**config.mk**
```make
export PLATFORM = sky130hd
export DESIGN_NAME = sfx_mixer
export DESIGN_NICKNAME = d
export VERILOG_FILES = /design/src/rtl/audio_pkg.sv /design/src/rtl/sfx_voice.sv /design/src/rtl/sfx_mixer.sv
export SDC_FILE = /design/constraint.sdc
export NUM_CORES = 1
export LEC_CHECK = 0
export BUFFER_PORTS_ARGS = -buffer_cell sky130_fd_sc_hd__buf_2
export CAP_MARGIN = 20
export CORE_MARGIN = 2
export CORE_UTILIZATION = 53
export CTS_BUF_LIST = sky130_fd_sc_hd__clkbuf_4 sky130_fd_sc_hd__clkbuf_8
export DETAILED_ROUTE_END_ITERATION = 10
export PLACE_DENSITY = 0.75
export SYNTH_ARGS = -nofsm -noshare
export SYNTH_HDL_FRONTEND = slang
export SYNTH_SLANG_ARGS = --single-unit
```
**constraint.sdc**
```tcl
create_clock -name clk -period 4.45 [get_ports clk]
set_input_delay 1.335 -clock clk [delete_from_list [all_inputs] [get_ports clk]]
set_output_delay 1.335 -clock clk [all_outputs]
set_load 0.05 [all_outputs]
```
**src/rtl/audio_pkg.sv**
```systemverilog
// audio_pkg: shared types, register map and helpers
// for the sfx_mixer sound-effect mixing path.
package audio_pkg;

  typedef enum logic [2:0] {
    IDLE,
    F0,
    F1,
    C1,
    MIX
  } mix_state_t;

  localparam logic [1:0] REG_V0_START = 2'd0;
  localparam logic [1:0] REG_V0_LEN   = 2'd1;
  localparam logic [1:0] REG_V1_START = 2'd2;
  localparam logic [1:0] REG_V1_LEN   = 2'd3;

  function automatic logic [15:0] sat16(
    input logic signed [17:0] s
  );
    logic [15:0] r;
    if (s > 18'sd32767)
      r = 16'h7fff;
    else if (s < -18'sd32768)
      r = 16'h8000;
    else
      r = s[15:0];
    return r;
  endfunction

endpackage

```
**src/rtl/sfx_voice.sv**
```systemverilog
// sfx_voice: one voice's start/ptr/remaining/active state.
// Ports: start_we/trig_we host loads, adv step -> ptr, active, done.
module sfx_voice #(
  parameter int ROM_AW = 15
) (
  input  logic              clk,
  input  logic              resetn,
  input  logic              start_we,
  input  logic              trig_we,
  input  logic [15:0]       wdata,
  input  logic              adv,
  output logic [ROM_AW-1:0] ptr,
  output logic              active,
  output logic              done
);

  logic [ROM_AW-1:0] start;
  logic [15:0]       remaining;

  // A trigger write always wins over the step.
  assign done = adv && active && !trig_we &&
                (remaining == 16'd1);

  always_ff @(posedge clk or negedge resetn) begin
    if (!resetn) begin
      start     <= '0;
      ptr       <= '0;
      remaining <= '0;
      active    <= 1'b0;
    end else begin
      if (start_we)
        start <= wdata[ROM_AW-1:0];
      if (trig_we) begin
        ptr       <= start;
        remaining <= wdata;
        active    <= (wdata != 16'd0);
      end else if (adv && active) begin
        ptr       <= ptr + ROM_AW'(1);
        remaining <= remaining - 16'd1;
        if (remaining == 16'd1)
          active <= 1'b0;
      end
    end
  end

endmodule

```
**src/rtl/sfx_mixer.sv**
```systemverilog
// sfx_mixer: two-voice ROM sample mixer onto the background stream.
// Ports: codec req/bg in, host reg writes, ROM addr/q, mix out, irq.
module sfx_mixer
  import audio_pkg::*;
#(
  parameter int ROM_AW = 15,
  parameter int DW     = 16
) (
  input  logic              clk,
  input  logic              resetn,
  input  logic              sample_req,
  input  logic [DW-1:0]     bg_sample,
  input  logic              chipselect,
  input  logic              write,
  input  logic [1:0]        address,
  input  logic [15:0]       writedata,
  output logic              irq,
  output logic [ROM_AW-1:0] sfx_addr,
  input  logic [DW-1:0]     sfx_q,
  output logic [DW-1:0]     mix_out,
  output logic              mix_valid
);

  mix_state_t state, state_nxt;

  logic [DW-1:0]     bg_r, v0_r, v1_r;
  logic              wr, in_seq, is_mix;
  logic [1:0]        st_we, tr_we;
  logic [1:0]        adv, active, done, hold;
  logic [ROM_AW-1:0] ptr0, ptr1;
  logic signed [DW+1:0] sum;

  assign wr       = chipselect & write;
  assign st_we[0] = wr && (address == REG_V0_START);
  assign tr_we[0] = wr && (address == REG_V0_LEN);
  assign st_we[1] = wr && (address == REG_V1_START);
  assign tr_we[1] = wr && (address == REG_V1_LEN);

  assign is_mix = (state == MIX);
  assign in_seq = (state == F0) || (state == F1) ||
                  (state == C1);

  // A voice retriggered mid-sequence keeps its fresh
  // ptr/remaining: the step for that sample is skipped.
  assign adv[0] = is_mix && !hold[0] && !tr_we[0];
  assign adv[1] = is_mix && !hold[1] && !tr_we[1];

  sfx_voice #(.ROM_AW(ROM_AW)) u_v0 (
    .clk      (clk),
    .resetn   (resetn),
    .start_we (st_we[0]),
    .trig_we  (tr_we[0]),
    .wdata    (writedata),
    .adv      (adv[0]),
    .ptr      (ptr0),
    .active   (active[0]),
    .done     (done[0])
  );

  sfx_voice #(.ROM_AW(ROM_AW)) u_v1 (
    .clk      (clk),
    .resetn   (resetn),
    .start_we (st_we[1]),
    .trig_we  (tr_we[1]),
    .wdata    (writedata),
    .adv      (adv[1]),
    .ptr      (ptr1),
    .active   (active[1]),
    .done     (done[1])
  );

  always_comb begin
    sum = {{2{bg_r[DW-1]}}, bg_r};
    if (active[0])
      sum = sum + {{2{v0_r[DW-1]}}, v0_r};
    if (active[1])
      sum = sum + {{2{v1_r[DW-1]}}, v1_r};
  end

  always_ff @(posedge clk or negedge resetn) begin
    if (!resetn)
      state <= IDLE;
    else
      state <= state_nxt;
  end

  always_comb begin
    state_nxt = state;
    unique case (state)
      IDLE:    if (sample_req) state_nxt = F0;
      F0:      state_nxt = F1;
      F1:      state_nxt = C1;
      C1:      state_nxt = MIX;
      MIX:     state_nxt = IDLE;
      default: state_nxt = IDLE;
    endcase
  end

  always_ff @(posedge clk or negedge resetn) begin
    if (!resetn) begin
      bg_r      <= '0;
      v0_r      <= '0;
      v1_r      <= '0;
      sfx_addr  <= '0;
      mix_out   <= '0;
      mix_valid <= 1'b0;
      irq       <= 1'b0;
      hold      <= '0;
    end else begin
      mix_valid <= 1'b0;
      if (state == IDLE && sample_req) begin
        bg_r     <= bg_sample;
        sfx_addr <= ptr0;
      end
      if (state == F0)
        sfx_addr <= ptr1;
      if (state == F1)
        v0_r <= sfx_q;
      if (state == C1)
        v1_r <= sfx_q;
      if (is_mix) begin
        mix_out   <= sat16(sum);
        mix_valid <= 1'b1;
      end
      for (int v = 0; v < 2; v++) begin
        if (is_mix)
          hold[v] <= 1'b0;
        else if (tr_we[v] && in_seq)
          hold[v] <= 1'b1;
      end
      if (|done)
        irq <= 1'b1;
      else if (wr)
        irq <= 1'b0;
    end
  end

endmodule

```
==> impl_metrics.csv, run 1 <==
group,metric,value,unit
synthesis,synth_ff_type,"dfrtp_1",
timing,fmax,237,MHz
worst_setup_path,max_stage_delay,400,ps
global_routing,grt_pass1_vias,7910,
worst_setup_path,worstPathBufferInverterCount,2,
synthesis,yosys.area.top_type,"dfrtp_1",
routing,drc,0,
run_status,status,"completed",
place,io_buffers,87,
timing,skew,18.9,ps
worst_setup_path,crit_path_end_kind,"flip-flop",
final_layout,mostFrequentLayoutCells,"180 x dfrtp_1, 179 x nand2_1, 88 x o21ai_0",
clock_tree,path_clk_slew,100,ps
timing,final-setup-viol-count,0,
power_and_ir_drop,vdd.ir_drop.worst,309,uV
final_layout,fin_cells,1370,
job,maxCapViolations,0,
worst_setup_path,cp.arrival,4570,ps
synthesis,async_flop_share,100,%
timing,period_needed,4230,ps
floorplanning,core_area,18600,um^2
synthesis,yosysSeqAreaShare,45.1,%
worst_setup_path,critical_path_class,"reg2reg",
routing,wl_per_cell,18.8,um
global_routing,grt_max_degree,65,
floorplanning,io_pins,88,
synthesis,synth.distinct_cells,67,
global_routing,grt_first_pass_wirelength,41.3,mm
timing,post-route-period-util,95.0,%
synthesis,syn_area,9980,um^2
global_routing,grt_antenna_before_repair,0,
place,preCtsSetupSlack,-144,ps
place,gp_congestion,0.876,
place,post-place-cells,1334,
synthesis,yosysTopAreaCellShare,45.1,%
floorplanning,die_x,141,um
routing,routed_via_density,5.98,
synthesis,avgSynthCellArea,9.71,um^2
clock_tree,htreeDepth,4,
timing,maxSlewViolCount,0,
power_and_ir_drop,p_leak,4.99,nW
clock_tree,worst_skew_pair.late_latency,490,ps
power_and_ir_drop,p_switching,0.00447,W
timing,finalHoldViolations,0,
power_and_ir_drop,powerDensity,852,nW/um^2
synthesis,syn_nets,1124,
routing,wl,25.8,mm
global_routing,gr-total-overflow,0,
clock_tree,cts_inserted_buffers,17,
clock_tree,clockBufferDepth,2,
worst_setup_path,crit_path_max_fanout,15,
power_and_ir_drop,pwr-share-comb,58.6,%
final_layout,area.growth.synth_to_final,14.5,%
power_and_ir_drop,p_int,0.00526,W
floorplanning,dieArea,19900,um^2
place,hpwl,18.4,mm
final_layout,final_layout_size_suffix_gt1_share,23.2,%
worst_setup_path,r2r_setup_slack,220,ps
floorplanning,num_rows,50,
power_and_ir_drop,p_clk_share,12.9,%
synthesis,synth_area_leaders,"dfrtp_1 45%, mux2_2 7.9%, nand2_1 6.7%, ha_1 4.9%, o21ai_0 4.6%",
global_routing,grt_usage,26.5,%
floorplanning,die_h,141,um
synthesis,ys_ff_latch,180,
final_layout,final_net_count,1219,
worst_setup_path,cp_cell_sequence,"ha_2, inv_1, fa_1, nand2b_4, a21oi_4, nor2_1, xnor2_1, mux2_2, ha_4, a2111oi_4, o21ai_2, and4_4, o31a_1, nor3_2, a31oi_2, o221ai_1, buf_6, o311ai_0",
timing,relSlewSlack,45.0,%
floorplanning,start_util,53.7,%
final_layout,diodes,0,
worst_setup_path,slowest_stage,"fa_1",
synthesis,syn_inst,1028,
power_and_ir_drop,p_seq_share,28.5,%
routing,ant_nets,0,
clock_tree,cts_tree,"built",
worst_setup_path,crit_path_start_kind,"flip-flop",
clock_tree,cts_num_sinks,180,
synthesis,ys_warn_count,0,
worst_setup_path,critical_path.top_delay_family,"compound AO/OA/AOI/OAI gates",
routing,vias,8197,
hold_path,hold_path.class,"reg2reg",
routing,drt-initial-drc-count,633,
power_and_ir_drop,finalPower,0.00973,W
timing,tightest_slew,822,ps
final_layout,final_common_cell,"dfrtp_1",
timing,fin_ws,222,ps
routing,dr.pass1.iters,5,
worst_setup_path,critPathRequiredTime,4800,ps
clock_tree,root_buffer,"clkbuf_8",
synthesis,synth_edf_count,0,
power_and_ir_drop,switching_share,45.9,%
[cells by family (layout without fill, tap and decap cells)]
family                   after synthesis  count (layout)  share of synthesized area, %
AO/OA/AOI/OAI                        238             238                          15.8
XOR/XNOR                              52              52                          4.56
adder cells (fa/ha/maj)               41              41                          5.29
buffers and inverters                 74             182                          2.90
multiplexers                          92              92                          10.1
flip-flops                           180             180                          45.1
AND/OR/NAND/NOR                      351             351                          16.2
[routing by layer]
layer	wire (um)	share of wire [%]	track usage, %	vias to the layer above
li1	-	-	-	3918
met1	11200	43	35.4	3983
met2	12600	49	43.8	245
met3	1360	5.3	4.42	51
met4	685	2.7	9.79	0
met5	0	0	0	-
[power groups by stage]
stage	clock network, W	logic [W]	registers (W)
global route	0.00133	0.00624	0.00285
global placement	0	0.00514	0.00276
CTS	0.00127	0.00530	0.00276
floorplan	0	0.00367	0.00304
finish	0.00125	0.00571	0.00277
detailed placement	0	0.00523	0.00279
[Yosys cell counts, types with 5 or more instances]
cell / number
o311ai_0: 11
nor3_1: 24
nand3_1: 19
a31oi_1: 6
a211oi_1: 6
mux2_2: 70
or2_2: 5
or3_1: 5
nand4_1: 11
xor2_1: 20
nor3b_1: 5
ha_1: 39
mux2i_1: 22
nor4_1: 16
a21o_1: 9
clkbuf_1: 37
o21ai_0: 91
xnor2_1: 32
nand2b_1: 7
inv_1: 29
nand2_1: 179
o211ai_1: 9
a21oi_1: 37
a22oi_1: 5
a221o_1: 17
dfrtp_1: 180
nor2_1: 52
o311ai_1: 8
and3_1: 9
[per-stage QoR]
step | util, % | hold slack, ps | area (um^2) | TNS [ps]
floorplan | - | 444 | 9980 | 0
global placement | 58.1 | 455 | 10800 | 0
detailed placement | 58.1 | 463 | 10800 | -539
CTS | 60.6 | 488 | 11300 | 0
global route | 61.5 | 510 | 11400 | -8.05
finish | 61.5 | 484 | 11400 | 0
[what timing repair did]
item                       4_1_cts  5_1_grt
setup buffers                    0        3
pin swaps                        0        5
gates resized for setup          4       31
hold buffers                     0        0
gates cloned                     0        1
setup endpoints to repair       13       15
[worst reg2reg max path, stage by stage (launching register included)]
cell and delay [ps]:
dfrtp_1 370, ha_2 210, inv_1 60, fa_1 400, nand2b_4 180, a21oi_4 200
nor2_1 70, xnor2_1 120, mux2_2 300, ha_4 250, a2111oi_4 360, o21ai_2 120
and4_4 210, o31a_1 310, nor3_2 190, a31oi_2 140, o221ai_1 240, buf_6 210
o311ai_0 140
[cell type report]
type | count | area (um^2)
fill | 1566 | 7150
multi-input combinational | 774 | 5370
sequential | 180 | 4500
timing repair buffer | 119 | 702
tap | 234 | 293
clock buffer | 19 | 255
clock inverter | 13 | 188
inverter | 31 | 116
[path summary, 6_finish.rpt]
path / start / end / depth (start not counted)
setup / recovery: bg_r[0] / mix_out[1] / 18
hold / removal: sfx_addr[14] / sfx_addr[14] / 2
setup reg to reg: bg_r[0] / mix_out[1] / 18
hold reg to reg: sfx_addr[14] / sfx_addr[14] / 2
max in group asynchronous: resetn / u_v0.start[10] / 2
min in group asynchronous: resetn / v1_r[1] / 1
[registers in the layout (all words and copies together), names as in the netlist]
name and count:
v0_r 16, u_v0.remaining 16, irq 1, u_v0.active 1, u_v1.remaining 16, mix_valid 1, sfx_addr 15, hold 2
u_v1.start 15, state 3, v1_r 16, u_v0.start 15, u_v1.ptr 15, u_v0.ptr 15, u_v1.active 1, mix_out 16
bg_r 16
Power figures use the tool's default switching activity.
==> inputs of run 2 (changes only) <==
Settings changed: CORE_MARGIN 2 to unset.
==> run 2 against run 1 <==
Net effect: the flow now finishes with violations (DRC); maximum frequency shrank 1.6%; worst setup slack lost 71 ps; final area shrank 0.15%; final cell count shrank 0.66%; first-iteration DRC count up 6.8%; sequential power about the same; wire length is 0.22% higher; clock power down 7%; die area decreased by 2.8%; sequential cell count unchanged; combinational power is 2% higher; highest routed layer unchanged.
==> impl_metrics.csv, run 2 (synthesis gave the netlist of run 1 again) <==
group,metric,value,unit
run_status,status,"finished, violations left",
floorplanning,core_area,18200,um^2
routing,wl_per_cell,19.0,um
timing,tightest_slew,828,ps
worst_setup_path,r2r_end,"mix_out[10]",
floorplanning,die_h,139,um
worst_setup_path,critical_path_class,"reg2reg",
routing,wl,25.8,mm
timing,fmax,233,MHz
clock_tree,htreeDepth,4,
timing,skew,16.8,ps
worst_setup_path,cp.arrival,4650,ps
global_routing,grt_pass1_vias,7737,
clock_tree,worst_skew_pair.late_latency,490,ps
global_routing,grt_max_degree,78,
floorplanning,die_x,139,um
floorplanning,num_rows,49,
floorplanning,dieArea,19400,um^2
floorplanning,start_util,54.8,%
floorplanning,io_pins,88,
hold_path,hold_path.class,"reg2reg",
timing,maxSlewViolCount,0,
global_routing,grt_usage,27.2,%
power_and_ir_drop,finalPower,0.00977,W
worst_setup_path,crit_path_end_kind,"flip-flop",
hold_path,min_to,"sfx_addr[14]",
worst_setup_path,critical_path.top_delay_family,"compound AO/OA/AOI/OAI gates",
power_and_ir_drop,powerDensity,856,nW/um^2
timing,period_needed,4300,ps
global_routing,grt_antenna_before_repair,0,
worst_setup_path,r2r_setup_slack,150,ps
global_routing,gr-total-overflow,0,
routing,routed_via_density,6.10,
worst_setup_path,crit_path_max_fanout,7,
job,maxCapViolations,0,
timing,relSlewSlack,44.6,%
clock_tree,hold_buffers,0,
routing,vias,8306,
final_layout,area.growth.synth_to_final,14.3,%
final_layout,final_layout_size_suffix_gt1_share,23.4,%
timing,rsz0062_at_grt,"true",
place,io_buffers,87,
routing,dr.pass1.iters,8,
final_layout,post-route-util,62.7,%
worst_setup_path,crit_cells,18,
worst_setup_path,slowest_stage,"dfrtp_1",
place,hpwl,17.9,mm
worst_setup_path,crit_path_start_kind,"flip-flop",
worst_setup_path,r2r_start,"bg_r[0]",
timing,final-setup-viol-count,0,
hold_path,hp-start,"sfx_addr[14]",
routing,ant_nets,0,
timing,post-route-period-util,96.6,%
place,gp_congestion,0.893,
clock_tree,cts_num_sinks,180,
worst_setup_path,ff2ff_path_depth,18,
clock_tree,root_buffer,"clkbuf_8",
routing,drc,8,
final_layout,mostFrequentLayoutCells,"180 x dfrtp_1, 179 x nand2_1, 88 x o21ai_0",
final_layout,diodes,0,
global_routing,grt_first_pass_wirelength,40.9,mm
clock_tree,clockBufferDepth,2,
worst_setup_path,cp_cell_sequence,"ha_2, inv_1, fa_2, nand2b_4, a21oi_4, nor2_1, xnor2_1, mux2_2, ha_1, a2111oi_4, o21ai_2, and4_4, o31a_1, nor3_2, a31oi_2, a311oi_2, buf_4, o311ai_1",
worst_setup_path,worstPathBufferInverterCount,2,
worst_setup_path,critPathRequiredTime,4800,ps
final_layout,final_net_count,1215,
clock_tree,cts_inserted_buffers,17,
routing,drt-initial-drc-count,676,
timing,finalHoldViolations,0,
run_status,violations,"DRC",
hold_path,holdPathStages,2,
power_and_ir_drop,vdd.ir_drop.worst,354,uV
power_and_ir_drop,p_leak,4.97,nW
final_layout,final_common_cell,"dfrtp_1",
worst_setup_path,max_stage_delay,390,ps
clock_tree,path_clk_slew,100,ps
clock_tree,cts_tree,"built",
-- run 2: worst max-delay path by stage --
stage,startpoint,endpoint,slack (ps)
floorplan,bg_r[0],mix_out[11],260
global placement,bg_r[0],mix_out[3],100
detailed placement,bg_r[0],mix_out[2],-150
CTS,bg_r[0],mix_out[2],10
global route,bg_r[0],mix_out[13],-70
finish,bg_r[0],mix_out[10],150
-- run 2: timing repair --
action / CTS / global route
setup buffers: 0 / 2
endpoints found under the setup margin: 15 / 15
pin swaps: 0 / 7
cloned: 0 / 1
resized for setup: 3 / 36
-- run 2: through the flow --
stage	std cells	hold WS, ps	TNS [ps]	instance area (um^2)	worst slack (ps)
after floorplan	1028	444	0	9980	261
after global placement	1324	459	0	10800	96.1
after detailed placement	1324	459	-869	10800	-152
after CTS	1356	484	0	11200	10.0
after global routing	1361	500	-415	11400	-71.7
final	1361	476	0	11400	151
-- run 2: routing by layer --
metal  vias up  global-route usage [%]  share of wire [%]
met5         -                       0                  0
met4         0                    11.2                2.7
met3        52                    4.58                5.8
met2       323                    44.3                 49
met1      4021                    36.1                 43
li1       3910                       -                  -
-- run 2: final cells by class --
cell class	count	area, um^2
clock buffer	17	234
clock inverter	15	189
fill	1483	6800
inverter	31	116
multi-input combinational	774	5400
sequential	180	4500
tap	229	287
timing repair buffer	115	684
-- run 2: power by group --
group / leakage [nW] / switching, W / internal, W
combinational: 2.57 / 0.00337 / 0.00245
clock: 0.208 / 0.000686 / 0.000477
sequential: 2.19 / 0.000554 / 0.00224
-- run 2: worst reg2reg max path, stage by stage (launching register included) --
cell       delay [ps]
dfrtp_1           390
ha_2              220
inv_1              60
fa_2              360
nand2b_4          170
a21oi_4           190
nor2_1             70
xnor2_1           120
mux2_2            280
ha_1              330
a2111oi_4         360
o21ai_2           130
and4_4            210
o31a_1            270
nor3_2            170
a31oi_2           130
a311oi_2          330
buf_4             240
o311ai_1          120
==> inputs of run 3 (changes only) <==
Settings changed: ABC_AREA set to 1, ABC_CLOCK_PERIOD_IN_PS set to 4450.
==> run 3 against run 2 <==
Net effect: the run now ends clean; final cell count grew 25%; count of clock-buffer cells in the layout up 2; register-to-register slack improved by 450 ps; final area rose by 3.5%; critical path depth rose by 10.
==> impl_metrics.csv, run 3 <==
group,metric,value,unit
worst_setup_path,crit_path_max_fanout,14,
final_layout,diodes,0,
worst_setup_path,cp_common_cell,"nand2_1",
place,io_buffers,87,
final_layout,final_layout_size_suffix_gt1_share,16.0,%
global_routing,grt_first_pass_wirelength,45.1,mm
clock_tree,cts_num_sinks,180,
synthesis,synth_ff_type,"dfrtp_1",
job,maxCapViolations,0,
timing,skew,16.5,ps
timing,rsz0062_at_grt,"false",
floorplanning,io_pins,88,
floorplanning,die_x,144,um
synthesis,synth_edf_count,0,
synthesis,syn_inst,1345,
final_layout,final_net_count,1518,
routing,routed_via_density,5.47,
clock_tree,clockBufferDepth,2,
floorplanning,dieArea,20700,um^2
worst_setup_path,cp.arrival,4180,ps
place,hpwl,20.7,mm
routing,dr.pass1.iters,5,
clock_tree,cts_setup_buffers,0,
place,gp_congestion,0.916,
global_routing,grt_usage,28.6,%
worst_setup_path,critPathRequiredTime,4780,ps
final_layout,area.growth.synth_to_final,10.8,%
timing,final-setup-viol-count,0,
clock_tree,cts_tree,"built",
clock_tree,hold_buffers,0,
synthesis,synth.distinct_cells,56,
routing,wl,27.7,mm
hold_path,min_to,"mix_out[14]",
timing,relSlewSlack,36.2,%
timing,finalHoldViolations,0,
run_status,status,"completed",
timing,tightest_slew,952,ps
synthesis,avgSynthCellArea,7.93,um^2
floorplanning,num_rows,51,
synthesis,ys_warn_count,0,
worst_setup_path,max_stage_delay,450,ps
synthesis,yosysTopAreaCellShare,42.3,%
final_layout,mostFrequentLayoutCells,"337 x nand2_1, 180 x dfrtp_1, 138 x inv_1",
global_routing,grt_antenna_before_repair,0,
worst_setup_path,crit_path_start_kind,"flip-flop",
routing,vias,9300,
global_routing,grt_pass1_vias,8964,
synthesis,synth.most_common_cell,"nand2_1",
routing,drc,0,
floorplanning,start_util,54.4,%
place,post-place-cells,1667,
clock_tree,htreeDepth,4,
hold_path,holdPathStages,2,
routing,ant_nets,0,
synthesis,yosysSeqAreaShare,42.3,%
worst_setup_path,r2r_start,"bg_r[0]",
synthesis,ys_ff_latch,180,
synthesis,synth_common_cells,"337 x nand2_1, 180 x dfrtp_1, 138 x inv_1",
timing,fmax,260,MHz
final_layout,fin_cells,1700,
synthesis,yosys.area.top_type,"dfrtp_1",
floorplanning,core_area,19600,um^2
global_routing,grt_max_degree,82,
place,place_area,11300,um^2
floorplanning,die_h,144,um
routing,drt-initial-drc-count,678,
worst_setup_path,r2r_setup_slack,600,ps
hold_path,hold_path.class,"reg2reg",
final_layout,final_area,11800,um^2
synthesis,synth_area_leaders,"dfrtp_1 42%, nand2_1 12%, inv_1 4.9%, ha_1 4.6%, o21ai_0 4.4%",
synthesis,async_flop_share,100,%
worst_setup_path,crit_path_end_kind,"flip-flop",
worst_setup_path,critical_path_class,"reg2reg",
worst_setup_path,r2r_end,"mix_out[2]",
global_routing,gr-total-overflow,0,
synthesis,syn_nets,1441,
clock_tree,path_clk_slew,100,ps
clock_tree,post_cts_resized,0,
routing,wl_per_cell,16.3,um
hold_path,hp-start,"mix_out[14]",
final_layout,final_common_cell,"nand2_1",
clock_tree,root_buffer,"clkbuf_8",
timing,period_needed,3850,ps
timing,maxSlewViolCount,0,
clock_tree,cts_inserted_buffers,17,
timing,post-route-period-util,86.6,%
timing,setup_tns,0,ps
clock_tree,worst_skew_pair.late_latency,480,ps
synthesis,syn_area,10700,um^2
worst_setup_path,slowest_stage,"a21oi_4",
worst_setup_path,ff2ff_path_depth,28,
==> run 3: logic make-up (layout without fill, tap and decap cells) <==
group / after synthesis / in the layout / synth area share (%)
AO/OA/AOI/OAI: 259 / 259 / 14.9
XOR/XNOR: 54 / 54 / 4.44
flip-flops: 180 / 180 / 42.3
buffers and inverters: 195 / 285 / 7.30
adder cells (fa/ha/maj): 41 / 41 / 4.95
AND/OR/NAND/NOR: 607 / 607 / 25.2
multiplexers: 9 / 9 / 0.951
==> run 3: how the worst max path moves through the flow <==
stage	end	startpoint
4_1_cts	mix_out[2]	bg_r[0]
2_1_floorplan	mix_out[10]	bg_r[0]
5_1_grt	mix_out[2]	bg_r[0]
3_5_place_dp	mix_out[2]	bg_r[0]
3_3_place_gp	mix_out[3]	bg_r[0]
6_report	mix_out[2]	bg_r[0]
==> run 3: critical path: cells and delay by family (launching register included) <==
kind | cells | cell delay [ps]
adder cells (fa/ha/maj) | 3 | 890
AND/OR/NAND/NOR | 18 | 1430
AO/OA/AOI/OAI | 4 | 830
buffers and inverters | 3 | 170
flip-flops | 1 | 390
==> run 3: area by class of cell <==
class	count	area, um^2
Fill cell	1757	7780
Tap cell	265	332
Inverter	153	574
Timing Repair Buffer	100	584
Clock inverter	13	188
Sequential cell	180	4500
Clock buffer	19	249
Multi-Input combinational cell	970	5380
==> run 3: through the flow <==
stage	utilization [%]	hold slack (ps)	setup slack, ps
after global routing	60.3	523	107
after floorplan	-	448	1150
after global placement	57.9	462	697
after CTS	60.1	491	606
after detailed placement	57.9	465	639
final	60.3	489	598
==> run 3: layer usage <==
metal | vias to the layer above | wire length (um) | GRT usage [%]
met2 | 266 | 13600 | 49.1
met3 | 62 | 1270 | 4.50
met1 | 4408 | 11800 | 35.0
met5 | - | 0 | 0
met4 | 0 | 1120 | 13.5
li1 | 4564 | - | -
Power of run 3 is left out: the tool's default activity adds up to more than one toggle a clock period on the data nets, which glitch-free logic cannot reach.
